<file path="src/rtl/manch_pkg.sv">
`default_nettype none
// ============================================================================
// Module   : manch_pkg
// Purpose  : Shared definitions for the Manchester frame receiver. Holds the
//            decode FSM state encoding, parity mode constants, err_code bit
//            indices and the half-bit length derivation.
// Revision : 1.0  initial release
// ============================================================================
package manch_pkg;

    // Decode FSM state encoding
    localparam logic [1:0] ST_IDLE    = 2'd0;
    localparam logic [1:0] ST_START   = 2'd1;
    localparam logic [1:0] ST_RECEIVE = 2'd2;
    localparam logic [1:0] ST_CHECK   = 2'd3;

    // Parity modes
    localparam int PARITY_NONE = 0;
    localparam int PARITY_EVEN = 1;
    localparam int PARITY_ODD  = 2;

    // err_code bit positions
    localparam int ERR_VIOL   = 0;
    localparam int ERR_PARITY = 1;
    localparam int ERR_STOP   = 2;
    localparam int ERR_OVF    = 3;

    // Clock cycles per half Manchester cell
    function automatic int unsigned halfbit(input int unsigned clk_freq,
                                            input int unsigned baud);
        return clk_freq / (2 * baud);
    endfunction

endpackage
`default_nettype wire

</file>
<file path="src/rtl/manch_rx_fifo_if.sv">
`default_nettype none
// ============================================================================
// Module   : manch_rx_fifo_if
// Purpose  : Output-side valid/ready bundle of the Manchester receiver.
//            out_valid  FIFO not empty
//            out_ready  consumer accepts the head word
//            out_data   FIFO head (first-word-fall-through)
//            fifo_level number of occupied entries
//            master: receiver side, slave: consumer side.
// Revision : 1.0  initial release
// ============================================================================
interface manch_rx_fifo_if #(
    parameter int DATA_BITS  = 8,
    parameter int FIFO_DEPTH = 4
);
    logic                            out_valid;
    logic                            out_ready;
    logic [DATA_BITS-1:0]            out_data;
    logic [$clog2(FIFO_DEPTH+1)-1:0] fifo_level;

    modport master (output out_valid, output out_data, output fifo_level,
                    input  out_ready);
    modport slave  (input  out_valid, input  out_data, input  fifo_level,
                    output out_ready);
endinterface
`default_nettype wire

</file>
<file path="src/rtl/manch_sync_fifo.sv">
`default_nettype none
// ============================================================================
// Module   : manch_sync_fifo
// Purpose  : Synchronous first-word-fall-through FIFO. DEPTH must be a power
//            of two so the pointers wrap naturally.
// Ports    : clk, reset (async, active low), push/wdata, pop, rdata (head,
//            0 when empty), full, empty, level.
// Revision : 1.0  initial release
// ============================================================================
module manch_sync_fifo #(
    parameter int WIDTH = 8,
    parameter int DEPTH = 4,
    parameter int LW    = $clog2(DEPTH+1)
) (
    input  wire logic             clk,
    input  wire logic             reset,
    input  wire logic             push,
    input  wire logic [WIDTH-1:0] wdata,
    input  wire logic             pop,
    output logic      [WIDTH-1:0] rdata,
    output logic                  full,
    output logic                  empty,
    output logic      [LW-1:0]    level
);
    localparam int AW = $clog2(DEPTH);

    logic [WIDTH-1:0] r_mem [DEPTH];
    logic [AW-1:0]    r_wr;
    logic [AW-1:0]    r_rd;
    logic [LW-1:0]    r_level;
    logic             w_do_push;
    logic             w_do_pop;

    assign full      = (r_level == LW'(DEPTH));
    assign empty     = (r_level == '0);
    assign level     = r_level;
    assign w_do_pop  = pop && !empty;
    // A full FIFO still takes a push when the head leaves in the same cycle
    assign w_do_push = push && (!full || w_do_pop);
    assign rdata     = empty ? '0 : r_mem[r_rd];

    always_ff @(posedge clk) begin
        if (w_do_push) begin
            r_mem[r_wr] <= wdata;
        end
    end

    always_ff @(posedge clk or negedge reset) begin
        if (!reset) begin
            r_wr    <= '0;
            r_rd    <= '0;
            r_level <= '0;
        end else begin
            if (w_do_push) begin
                r_wr <= r_wr + 1'b1;
            end
            if (w_do_pop) begin
                r_rd <= r_rd + 1'b1;
            end
            case ({w_do_push, w_do_pop})
                2'b10:   r_level <= r_level + 1'b1;
                2'b01:   r_level <= r_level - 1'b1;
                default: r_level <= r_level;
            endcase
        end
    end
endmodule
`default_nettype wire

</file>
<file path="src/rtl/manch_rx_fifo.sv">
`default_nettype none
// ============================================================================
// Module   : manch_rx_fifo
// Purpose  : Manchester UART-frame receiver ('1' = low->high, '0' = high->low)
//            with optional parity, per-frame error reporting and an output
//            FWFT FIFO. Frame: start '0', DATA_BITS data (MSB first), optional
//            parity, STOP_BITS stop '1's.
// Ports    : clk, reset (async, active low), rx (async line, idle high),
//            out_if (valid/ready FIFO output), err_pulse/err_code (rejected
//            frame), overflow_sticky/err_clr, busy (START or RECEIVE).
// Options  : MANCH_RESYNC_EN - realign the cell timer on each mid-cell edge
//            seen within +-HALFBIT/2 of its nominal time.
// Revision : 1.0  initial release
// ============================================================================
module manch_rx_fifo
    import manch_pkg::*;
#(
    parameter int DATA_BITS   = 8,
    parameter int STOP_BITS   = 2,
    parameter int PARITY_MODE = 0,
    parameter int FIFO_DEPTH  = 4,
    parameter int BAUDRATE    = 115200,
    parameter int CLK_FREQ    = 18_750_000
) (
    input  wire logic       clk,
    input  wire logic       reset,
    input  wire logic       rx,
    manch_rx_fifo_if.master out_if,
    output logic            err_pulse,
    output logic [3:0]      err_code,
    output logic            overflow_sticky,
    input  wire logic       err_clr,
    output logic            busy
);
    localparam logic [31:0] c_half    = 32'(halfbit(CLK_FREQ, BAUDRATE));
    localparam logic [31:0] c_quarter = c_half / 32'd2;
    localparam logic [31:0] c_sat     = (32'd3 * c_half) / 32'd2;
    localparam int          c_par     = (PARITY_MODE != PARITY_NONE) ? 1 : 0;
    localparam int          c_nbits   = DATA_BITS + c_par + STOP_BITS;

    logic [1:0]           r_sync;
    logic                 r_prev;
    logic [1:0]           r_state;
    logic [31:0]          r_hi_cnt;
    logic [31:0]          r_t;       // cycles since the start-cell mid-point
    logic [31:0]          r_target;  // t of the next A or B sample
    logic [31:0]          r_cell;
    logic                 r_phase;   // 0: waiting for A, 1: waiting for B
    logic                 r_a;
    logic                 r_viol;
    logic [c_nbits-1:0]   r_shift;

    logic                 w_line;
    logic                 w_fall;
    logic [DATA_BITS-1:0] w_data;
    logic                 w_par_err;
    logic                 w_stop_err;
    logic [3:0]           w_errs;
    logic                 w_is_check;
    logic                 w_full;
    logic                 w_empty;
    logic                 w_pop;
    logic                 w_overflow;
    logic                 w_push;
    logic                 w_reject;
    logic [3:0]           w_code;

    assign w_line = r_sync[1];
    assign w_fall = r_prev && !w_line;
    assign busy   = (r_state == ST_START) || (r_state == ST_RECEIVE);

    // Synchroniser; reset to the idle level so no edge is seen on release
    always_ff @(posedge clk or negedge reset) begin
        if (!reset) begin
            r_sync <= 2'b11;
            r_prev <= 1'b1;
        end else begin
            r_sync <= {r_sync[0], rx};
            r_prev <= w_line;
        end
    end

    // Frame field extraction from the completed shift register
    assign w_data     = r_shift[c_nbits-1 -: DATA_BITS];
    assign w_stop_err = ~&r_shift[STOP_BITS-1:0];

    generate
        if (PARITY_MODE == PARITY_NONE) begin : g_no_parity
            assign w_par_err = 1'b0;
        end else begin : g_parity
            assign w_par_err = (^w_data) ^ r_shift[STOP_BITS]
                               ^ (PARITY_MODE == PARITY_ODD);
        end
    endgenerate

    always_comb begin
        w_errs             = 4'b0;
        w_errs[ERR_VIOL]   = r_viol;
        w_errs[ERR_PARITY] = w_par_err;
        w_errs[ERR_STOP]   = w_stop_err;
    end

    assign w_is_check = (r_state == ST_CHECK);
    assign w_pop      = out_if.out_valid && out_if.out_ready;
    assign w_overflow = w_is_check && (w_errs == 4'b0) && w_full && !w_pop;
    assign w_push     = w_is_check && (w_errs == 4'b0) && !w_overflow;
    assign w_reject   = w_is_check && ((w_errs != 4'b0) || w_overflow);
    assign w_code     = w_errs | (w_overflow ? (4'b1 << ERR_OVF) : 4'b0);

    manch_sync_fifo #(
        .WIDTH (DATA_BITS),
        .DEPTH (FIFO_DEPTH)
    ) u_fifo (
        .clk   (clk),
        .reset (reset),
        .push  (w_push),
        .wdata (w_data),
        .pop   (out_if.out_ready),
        .rdata (out_if.out_data),
        .full  (w_full),
        .empty (w_empty),
        .level (out_if.fifo_level)
    );
    assign out_if.out_valid = !w_empty;

    // Decode FSM
    always_ff @(posedge clk or negedge reset) begin
        if (!reset) begin
            r_state  <= ST_IDLE;
            r_hi_cnt <= '0;
            r_t      <= '0;
            r_target <= '0;
            r_cell   <= '0;
            r_phase  <= 1'b0;
            r_a      <= 1'b0;
            r_viol   <= 1'b0;
            r_shift  <= '0;
        end else begin
            case (r_state)
                ST_IDLE: begin
                    if (w_line) begin
                        if (r_hi_cnt < c_sat) begin
                            r_hi_cnt <= r_hi_cnt + 32'd1;
                        end
                    end else begin
                        r_hi_cnt <= '0;
                    end
                    // The edge cycle itself is t=0
                    if (w_fall && (r_hi_cnt == c_sat)) begin
                        r_state <= ST_START;
                        r_t     <= 32'd1;
                    end
                end
                ST_START: begin
                    r_t <= r_t + 32'd1;
                    if (r_t == c_quarter) begin
                        if (!w_line) begin
                            r_state  <= ST_RECEIVE;
                            r_target <= c_half + c_quarter;
                            r_cell   <= 32'd1;
                            r_phase  <= 1'b0;
                            r_viol   <= 1'b0;
                        end else begin
                            r_state  <= ST_IDLE;
                        end
                    end
                end
                ST_RECEIVE: begin
`ifdef MANCH_RESYNC_EN
                    // Between A and B of a cell the only legal edge is the
                    // mid-cell one; snap t to its nominal value 2k*HALFBIT.
                    if (r_phase && (r_prev != w_line) && (r_t != r_target)) begin
                        r_t <= r_target - c_quarter + 32'd1;
                    end else begin
                        r_t <= r_t + 32'd1;
                    end
`else
                    r_t <= r_t + 32'd1;
`endif
                    if (r_t == r_target) begin
                        r_target <= r_target + c_half;
                        r_phase  <= !r_phase;
                        if (!r_phase) begin
                            r_a <= w_line;
                        end else begin
                            r_shift <= {r_shift[c_nbits-2:0], w_line};
                            if (r_a == w_line) begin
                                r_viol <= 1'b1;
                            end
                            if (r_cell == 32'(c_nbits)) begin
                                r_state <= ST_CHECK;
                            end else begin
                                r_cell <= r_cell + 32'd1;
                            end
                        end
                    end
                end
                ST_CHECK: begin
                    // The trailing stop half counts as idle so frames may
                    // follow each other with no gap.
                    r_hi_cnt <= w_line ? c_sat : '0;
                    r_state  <= ST_IDLE;
                end
                default: begin
                    r_state <= ST_IDLE;
                end
            endcase
        end
    end

    // Error reporting
    always_ff @(posedge clk or negedge reset) begin
        if (!reset) begin
            err_pulse       <= 1'b0;
            err_code        <= 4'b0;
            overflow_sticky <= 1'b0;
        end else begin
            err_pulse <= w_reject;
            err_code  <= w_reject ? w_code : 4'b0;
            if (err_clr) begin
                overflow_sticky <= 1'b0;
            end else if (w_overflow) begin
                overflow_sticky <= 1'b1;
            end
        end
    end
endmodule
`default_nettype wire
</file>
<file path="src/flat_wrapper.sv">
// flat-port wrapper written by rule: the top's interface ports become plain ports
module manch_rx_fifo_flat import manch_pkg::*;
#(
    parameter int DATA_BITS   = 8,
    parameter int STOP_BITS   = 2,
    parameter int PARITY_MODE = 0,
    parameter int FIFO_DEPTH  = 4,
    parameter int BAUDRATE    = 115200,
    parameter int CLK_FREQ    = 18_750_000
)
  (clk, reset, rx, err_pulse, err_code, overflow_sticky, err_clr, busy, out_if_out_valid, out_if_out_data, out_if_fifo_level, out_if_out_ready);
  manch_rx_fifo_if #(.DATA_BITS(DATA_BITS), .FIFO_DEPTH(FIFO_DEPTH)) out_if_i ();
  input  wire logic clk;
  input  wire logic reset;
  input  wire logic rx;
  output logic err_pulse;
  output logic [3:0] err_code;
  output logic overflow_sticky;
  input  wire logic err_clr;
  output logic busy;
  output wire logic [$bits(out_if_i.out_valid)-1:0] out_if_out_valid;
  output wire logic [$bits(out_if_i.out_data)-1:0] out_if_out_data;
  output wire logic [$bits(out_if_i.fifo_level)-1:0] out_if_fifo_level;
  input wire logic [$bits(out_if_i.out_ready)-1:0] out_if_out_ready;
  assign out_if_out_valid = out_if_i.out_valid;
  assign out_if_out_data = out_if_i.out_data;
  assign out_if_fifo_level = out_if_i.fifo_level;
  assign out_if_i.out_ready = out_if_out_ready;
  manch_rx_fifo #(.DATA_BITS(DATA_BITS), .STOP_BITS(STOP_BITS), .PARITY_MODE(PARITY_MODE), .FIFO_DEPTH(FIFO_DEPTH), .BAUDRATE(BAUDRATE), .CLK_FREQ(CLK_FREQ)) u_core (.clk(clk), .reset(reset), .rx(rx), .out_if(out_if_i), .err_pulse(err_pulse), .err_code(err_code), .overflow_sticky(overflow_sticky), .err_clr(err_clr), .busy(busy));
endmodule
</file>
<file path="config.mk">
export PLATFORM = sky130hd
export DESIGN_NAME = manch_rx_fifo_flat
export DESIGN_NICKNAME = d
export VERILOG_FILES = /design/src/rtl/manch_pkg.sv /design/src/rtl/manch_rx_fifo_if.sv /design/src/rtl/manch_sync_fifo.sv /design/src/rtl/manch_rx_fifo.sv /design/src/flat_wrapper.sv
export SDC_FILE = /design/constraint.sdc
export NUM_CORES = 1
export LEC_CHECK = 0
export CAP_MARGIN = 20
export CORE_MARGIN = 2
export CORE_UTILIZATION = 68
export DETAILED_ROUTE_END_ITERATION = 10
export PLACE_DENSITY = 0.86
export SLEW_MARGIN = 20
export SYNTH_ARGS = -nofsm -noshare
export SYNTH_HDL_FRONTEND = slang
export SYNTH_HIERARCHICAL = 1
export SYNTH_SLANG_ARGS = --single-unit
</file>
<file path="constraint.sdc">
create_clock -name clk -period 4.39 [get_ports clk]
set_input_delay 0.878 -clock clk [delete_from_list [all_inputs] [get_ports clk]]
set_output_delay 0.878 -clock clk [all_outputs]
set_load 0.1 [all_outputs]
</file>
==> metrics.md <==
| Metric | Value |
|---|---|
| HP Class | reg2reg |
| Drt pass-1 iters | 5 |
| Seq/Total Area, Yosys | approximately 46% |
| Combinational group share of total power | around 9.0% |
| Int Power | ~2.7 mW |
| Switch share | 27.7% |
| Slew headroom | 19.2% |
| Most frequent cells in the layout | dfrtp_1, nand2_1, nor2_1, xor2_1, o21ai_0 |
| Row cnt | 45 |
| Reg power frac | 49.5% |
| VDD IR-drop max | 463 uV |
| DR vias | 8633 |
| Vias in the first global route | around 8000 |
| Die extent in y | 129 um |
| R2r setup slk | 1100 ps |
| RR Startpoint | u_core/r_state[0] |
| Ys flop type | dfrtp_1 |
| HP Start | u_core/r_sync[0] |
| Synth async-reset ratio | 83.2% |
| Clock buffer depth | 2 |
| Routed Antenna Nets | 0 |
| Max-cap violations | 0 |
| Final Skew | 9.29 ps |
| Ports | 24 |
| Hold EP | u_core/r_sync[1] |
| Fmax | 0.270 GHz |
| Root buf cell | clkbuf_16 |
| Clock Sinks | 190 |
| Max Transition Viols Final | 0 |
| Layout cells sized above 1 | a little over a tenth |
| Final net count | around 1100 |
| Synthesis-stage register bit count | 190 |
| WS Path Type | reg2out |
| WL per Instance | 18.3 um |
| CTS Buf Count | 17 |
| R2r endpoint | u_core/r_hi_cnt[26] |
| GRT Overall Usage | 29.9% |
| CTS tree | built |
| Die area | between 0.015 and 0.02 mm2 |
| Clock share of power | 41.5% |
| Cells after Synth | 1085 |
| Drt via density | 6.59 |
| Final wirelength | 24.0 mm |
| LEAKAGE | 5.25 nW |
| Most common cell after layout, fill and taps aside | dfrtp_1 |
| P&R area growth vs syn | 9.56% |
| Skew-Pair Late Insertion Delay | between 400 and 500 ps |
| WHS Path Cells | 0 |
| Overflow after GRT | 0 |
| Initial antenna violation count | 0 |
| I/O Buffers | 22 |
| Worst setup slack after layout | 680 ps |
| R2R depth | 8 |
| Starting Density | 69.6% |
| Postcts setup bufs | 0 |
| Period minus WS final | 3710 ps |
| Core box area | 0.0153 mm2 |
| Yosys warning count | 6 |
| DRT iter0 DRCs | around 1000 |
| DIE WIDTH | 129 um |
| Syn_area_per_cell | 9.79 um2 |
| Cts-stage hold buffer count | 0 |
| RSZ-0062 raised after global routing | no |
| Routability cong. | 0.865 |
| H-tree depth | 4 |
| Endpoints failing setup | 0 |
| DP HPWL | 15.8 mm |
| PD cells | 325 mW/mm2 |
| # resized after CTS | 0 |
| DRC violations left | 0 |
| Status | complete, no violations |
| Setup tns final | 0 ps |
| Worst EP arrival | around 2800 ps |
| Diode count | 0 |
| Critical Path Start Type | register |
| Worst-path maximum fanout | 10 |
| Largest net degree at the start of global routing | 81 |
| Sw Pwr | 1.05 mW |
| Clock transition at path regs | 70 ps |
| CP required | 3510 ps |
| Fin. Hold Viols | 0 |
| Final period util | 84.5% |
| Number of distinct library cells after synthesis | 80 |
| First-pass GRT wire length | 39.8 mm |
| Worst Tran Pin Value | 1180 ps |
| Number of synthesized flops with an enable pin | 32 |
| Crit. End Element | output pin |
| Post-place setup slack | 1110 ps |
| Synth Cell Area | between 0.01 and 0.015 mm2 |
| Syn nets | 1109 |
-- sequential cells by signal (all words and copies together), names as in the netlist, 2 cells and up, named ones only --
| register | flops |
|---|---|
| u_core/r_hi_cnt | 32 |
| u_core/u_fifo/r_mem | 32 |
| u_core/r_shift | 10 |
| u_core/u_fifo/level | 3 |
| u_core/r_target | 32 |
| u_core/r_sync | 2 |
| u_core/r_cell | 32 |
| u_core/r_t | 32 |
| u_core/err_code | 3 |
| u_core/u_fifo/r_rd | 2 |
| u_core/u_fifo/r_wr | 2 |
-- cell type report --
| type | instances | area, um2 |
|---|---|---|
| clock inverter | 14 | 168 |
| clock buffer | 18 | 429 |
| multi-input combinational | 806 | 5370 |
| fill | 1008 | 3620 |
| tap | 211 | 264 |
| inverter | 34 | 128 |
| sequential | 190 | 4920 |
| timing repair buffer | 38 | 354 |
-- how the worst max path moves through the flow --
stage,startpoint,endpoint
global route,u_core/u_fifo/r_rd[0],out_if_out_data[7]
detailed placement,u_core/u_fifo/r_rd[0],out_if_out_data[6]
CTS,u_core/u_fifo/r_rd[0],out_if_out_data[6]
global placement,u_core/u_fifo/r_rd[0],out_if_out_data[7]
finish,u_core/u_fifo/r_rd[0],out_if_out_data[6]
floorplan,u_core/u_fifo/level[0],u_core/u_fifo/level[2]
-- power groups by stage --
stage               Clock (mW)  Sequential (mW)  Combinational [mW]
floorplan                    0             1.97               0.187
finish                    1.57             1.87               0.341
detailed placement           0             1.91               0.343
CTS                       1.59             1.88               0.344
global placement             0             1.91               0.336
global route              1.67             1.88               0.362
-- synthesized netlist by cell type (all sizes together) (8+ instances only) --
master	count	share of area, %
a21oi	46	2.2
nand4b	8	0.66
nor2	82	2.9
nand2b	9	0.53
a211o	10	0.82
mux2	18	1.9
a31o	11	0.91
nand3	41	1.9
mux4	8	1.7
buf	9	0.40
nand2	95	3.4
nand4	38	2.2
or3	23	1.4
a31oi	12	0.71
and4	14	1.2
and3	29	1.7
nor4	39	2.6
or4	8	0.60
mux2i	28	2.6
nor3	35	1.9
and2	35	2.1
o21ai	51	2.4
inv	34	1.2
o211ai	17	1.2
xor2	50	4.1
ha	18	2.1
dfrtp	155	37
clkbuf	46	1.6
edfxtp	32	9.0
-- critical path, stage by stage (launching register included) --
cell and delay (ps):
dfrtp_1 690, mux4_2 570, and2_1 170, clkdlybuf4s50_1 960
-- logic make-up (layout without fill, tap and decap cells) --
logic type	Yosys count	in the layout	synth area share (%)
xor+xnor	57	57	4.70
compound gates	200	200	12.6
flops	190	190	46.3
buf+inv	89	104	3.23
fa+ha+maj	19	19	2.31
mux	54	54	6.28
simple gates	475	475	24.6
other cells	1	1	0.0353
-- metal layers --
metal | up-vias | global-route usage (%) | wire length (um)
met4 | 0 | 10.6 | 541
met2 | 334 | 49.6 | 11900
met5 | - | 0 | 0
li1 | 4018 | - | -
met1 | 4224 | 39.6 | 10300
met3 | 57 | 6.03 | 1340
-- per-stage QoR --
step / util, % / hold slack (ps) / cells / instance area, um2 / power [mW]
after floorplan: - / 345 / 1085 / 10600 / 2.16
after global placement: 72.3 / 346 / 1279 / 11000 / 2.24
after detailed placement: 72.3 / 347 / 1279 / 11000 / 2.25
after CTS: 76.2 / 358 / 1311 / 11600 / 3.81
after global routing: 76.2 / 365 / 1311 / 11600 / 3.91
final: 76.2 / 357 / 1311 / 11600 / 3.79
(Power assumes the default switching activity.)
==> variant: new RTL, config.mk and constraints unchanged <==
`PARITY_MODE` is set to 0 in 2 places; all go to 1.
--- a/src/rtl/manch_rx_fifo.sv
+++ b/src/rtl/manch_rx_fifo.sv
@@ -18,5 +18,5 @@
     parameter int DATA_BITS   = 8,
     parameter int STOP_BITS   = 2,
-    parameter int PARITY_MODE = 0,
+    parameter int PARITY_MODE = 1,
     parameter int FIFO_DEPTH  = 4,
     parameter int BAUDRATE    = 115200,
--- a/src/flat_wrapper.sv
+++ b/src/flat_wrapper.sv
@@ -4,5 +4,5 @@
     parameter int DATA_BITS   = 8,
     parameter int STOP_BITS   = 2,
-    parameter int PARITY_MODE = 0,
+    parameter int PARITY_MODE = 1,
     parameter int FIFO_DEPTH  = 4,
     parameter int BAUDRATE    = 115200,
Check against the original RTL: no difference found for any inputs over 4 cycles, from zero or initial values and one cycle with reset low; that may be too few to reach the edited logic, so the function may still have changed.
==> variant against the original RTL <==
- non-clock buffer count fell by 2
- cell count fell by 10%
- cell area fell by 5.3%
- sequential cell count rose by 2
- routed wire length fell by 9.9%
- power rose by 0.58%
- area after synthesis fell by 5.3%
- count of clock-buffer cells in the layout fell by 1
- die area fell by 5.1%
- setup slack got worse by 0.032 ns
==> variant: results (changes against the original RTL) <==
Worst hold path
  – HP Class: reg2reg

Synth
  – Post-synth EDFFs: 32 (unchanged)
  – Syn nets: 1001 (-9.7%)
  – Post-synthesis cell type count: 62 (-23%)
  – Area contributors post-synth: dfrtp_1 39%, edfxtp_1 9.6%, or4_1 3.4%, xor2_1 3.4%, a21oi_1 3.3%
  – Async S/R FF share, synth: 0.833 (+0.00175)
  – Synth warnings: 6 (unchanged)
  – Sequential-to-total area share from yosys stat: 0.494 (+0.0307)
  – Synth cell count leaders: 157 x dfrtp_1, 67 x a21oi_1, 51 x nand2_1, 47 x clkbuf_1, 46 x or4_1

CTS
  – H-tree depth reported by CTS: 4 (unchanged)
  – CTS max path bufs: 2 (unchanged)
  – Post-cts resize count: 0 (unchanged)
  – CTS Buf Count: 17 (unchanged)
  – Clk pin slew, worst setup/hold paths: 0.07 ns (about the same)
  – # Post-CTS Setup Buffers: 0 (unchanged)
  – Root buffer cell: clkbuf_16
  – Clock latency on the worst-skew pair: 0.44 ns (about the same)

Finish
  – Layout cell share with drive strength beyond 1: 0.0939 (-0.0106)
  – Fill count: 952 (-5.6%)
  – ANT cells: 0 (unchanged)

Global route
  – Global-route wire length before repair: 37000 um (-6.9%)
  – Pin count of the biggest net entering global routing: 110 (+36%)
  – Antenna violations before repair: 0 (unchanged)
  – Global Route Usage Sum: 0.287 (-0.0125)
  – Vias in the first global route: 7463 (-8.5%)

Place
  – Placed wire-length estimate: 14400 um (-8.8%)
  – Gpl congestion: 0.884 (+2.3%)
  – Port Buffers: 23 (+4.5%)
  – Post-Place Cell Area: 10400 um^2 (-5.6%)

Timing
  – Worst-Margin Slew: 1.04 ns (-0.145 ns)
  – Skew final: 0.0106 ns (+0.00131 ns)

Worst setup path
  – WP data arrival: 2.86 ns (+0.03 ns)
  – Crit path max fanout: 10 (unchanged)

Power and ir drop
  – Maximum vdd drop: 0.276 mV (-40%)
  – P_leak: 4.81 nW (-8.5%)

Outcome
  – Status: complete, no violations

Route
  – Vias/cell: 6.71 (+1.9%)
  – Final wirelength: 21700 um (-9.9%)
  – TritonRoute pass-1 iters: 6 (+1)
  – Initial DRC Count: 863 (-15%)
## variant: cell types whose count changed after synthesis, moves of 18 or more
cell,before,now
nand2_1,94,51
nor2_1,82,42
or4_1,7,46
o31ai_1,6,38
mux2i_1,28,5
a21oi_1,46,67
xnor2_1,7,25
## variant: critical path, stage by stage, from the launching register on
cell and delay (ns):
dfrtp_1 0.71, mux4_2 0.57, and2_1 0.17, clkdlybuf4s50_1 0.97
## variant: power by group
group	leakage [nW]	total (mW)	switching (mW)	internal [mW]
Combinational	1.94	0.346	0.238	0.108
Sequential	2.58	1.90	0.0642	1.83
Clock	0.285	1.56	0.709	0.856
## variant: cell families after synthesis
kind of cell,share of synthesized area
AND/OR/NAND/NOR,0.235
flip-flops,0.494
AO/OA/AOI/OAI,0.117
buffers and inverters,0.0326
XOR/XNOR,0.0580
multiplexers,0.0400
adder cells (fa/ha/maj),0.0231
## variant: metal layers
metal | GRT usage | part of all wire | wire, um
met1 | 0.405 | 0.44 | 9430
met2 | 0.451 | 0.48 | 10400
met3 | 0.0629 | 0.068 | 1460
met4 | 0.0889 | 0.018 | 400
met5 | 0 | 0 | 0
## variant: cell type report
type / count / share of cell area
sequential: 192 / 0.451
inverter: 29 / 0.00988
timing repair buffer: 36 / 0.0297
multi-input combinational: 701 / 0.434
tap: 184 / 0.0209
clock inverter: 15 / 0.0153
clock buffer: 17 / 0.0386
## variant: per-stage QoR
stage,setup WS [ns],total power [mW],instances,utilization
6_report,0.648,3.81,1174,0.761
5_1_grt,0.535,3.94,1174,0.761
4_1_cts,0.626,3.83,1174,0.761
3_5_place_dp,1.11,2.27,1142,0.720
3_3_place_gp,1.18,2.26,1142,0.720
2_1_floorplan,1.25,2.17,978,-
## variant: path summary, 6_finish.rpt
kind                                             to  slack, ns             startpoint  depth (start not counted)
worst min register to register     u_core/r_sync[1]       0.36       u_core/r_sync[0]                          0
worst min-delay path               u_core/r_sync[1]       0.36       u_core/r_sync[0]                          0
worst max register to register    u_core/r_cell[23]       1.24      u_core/r_state[0]                          7
min in group asynchronous       u_core/r_hi_cnt[15]       0.57                  reset                          1
worst max-delay path             out_if_out_data[5]       0.65  u_core/u_fifo/r_rd[0]                          3
max in group asynchronous          u_core/r_sync[1]       2.94                  reset                          2
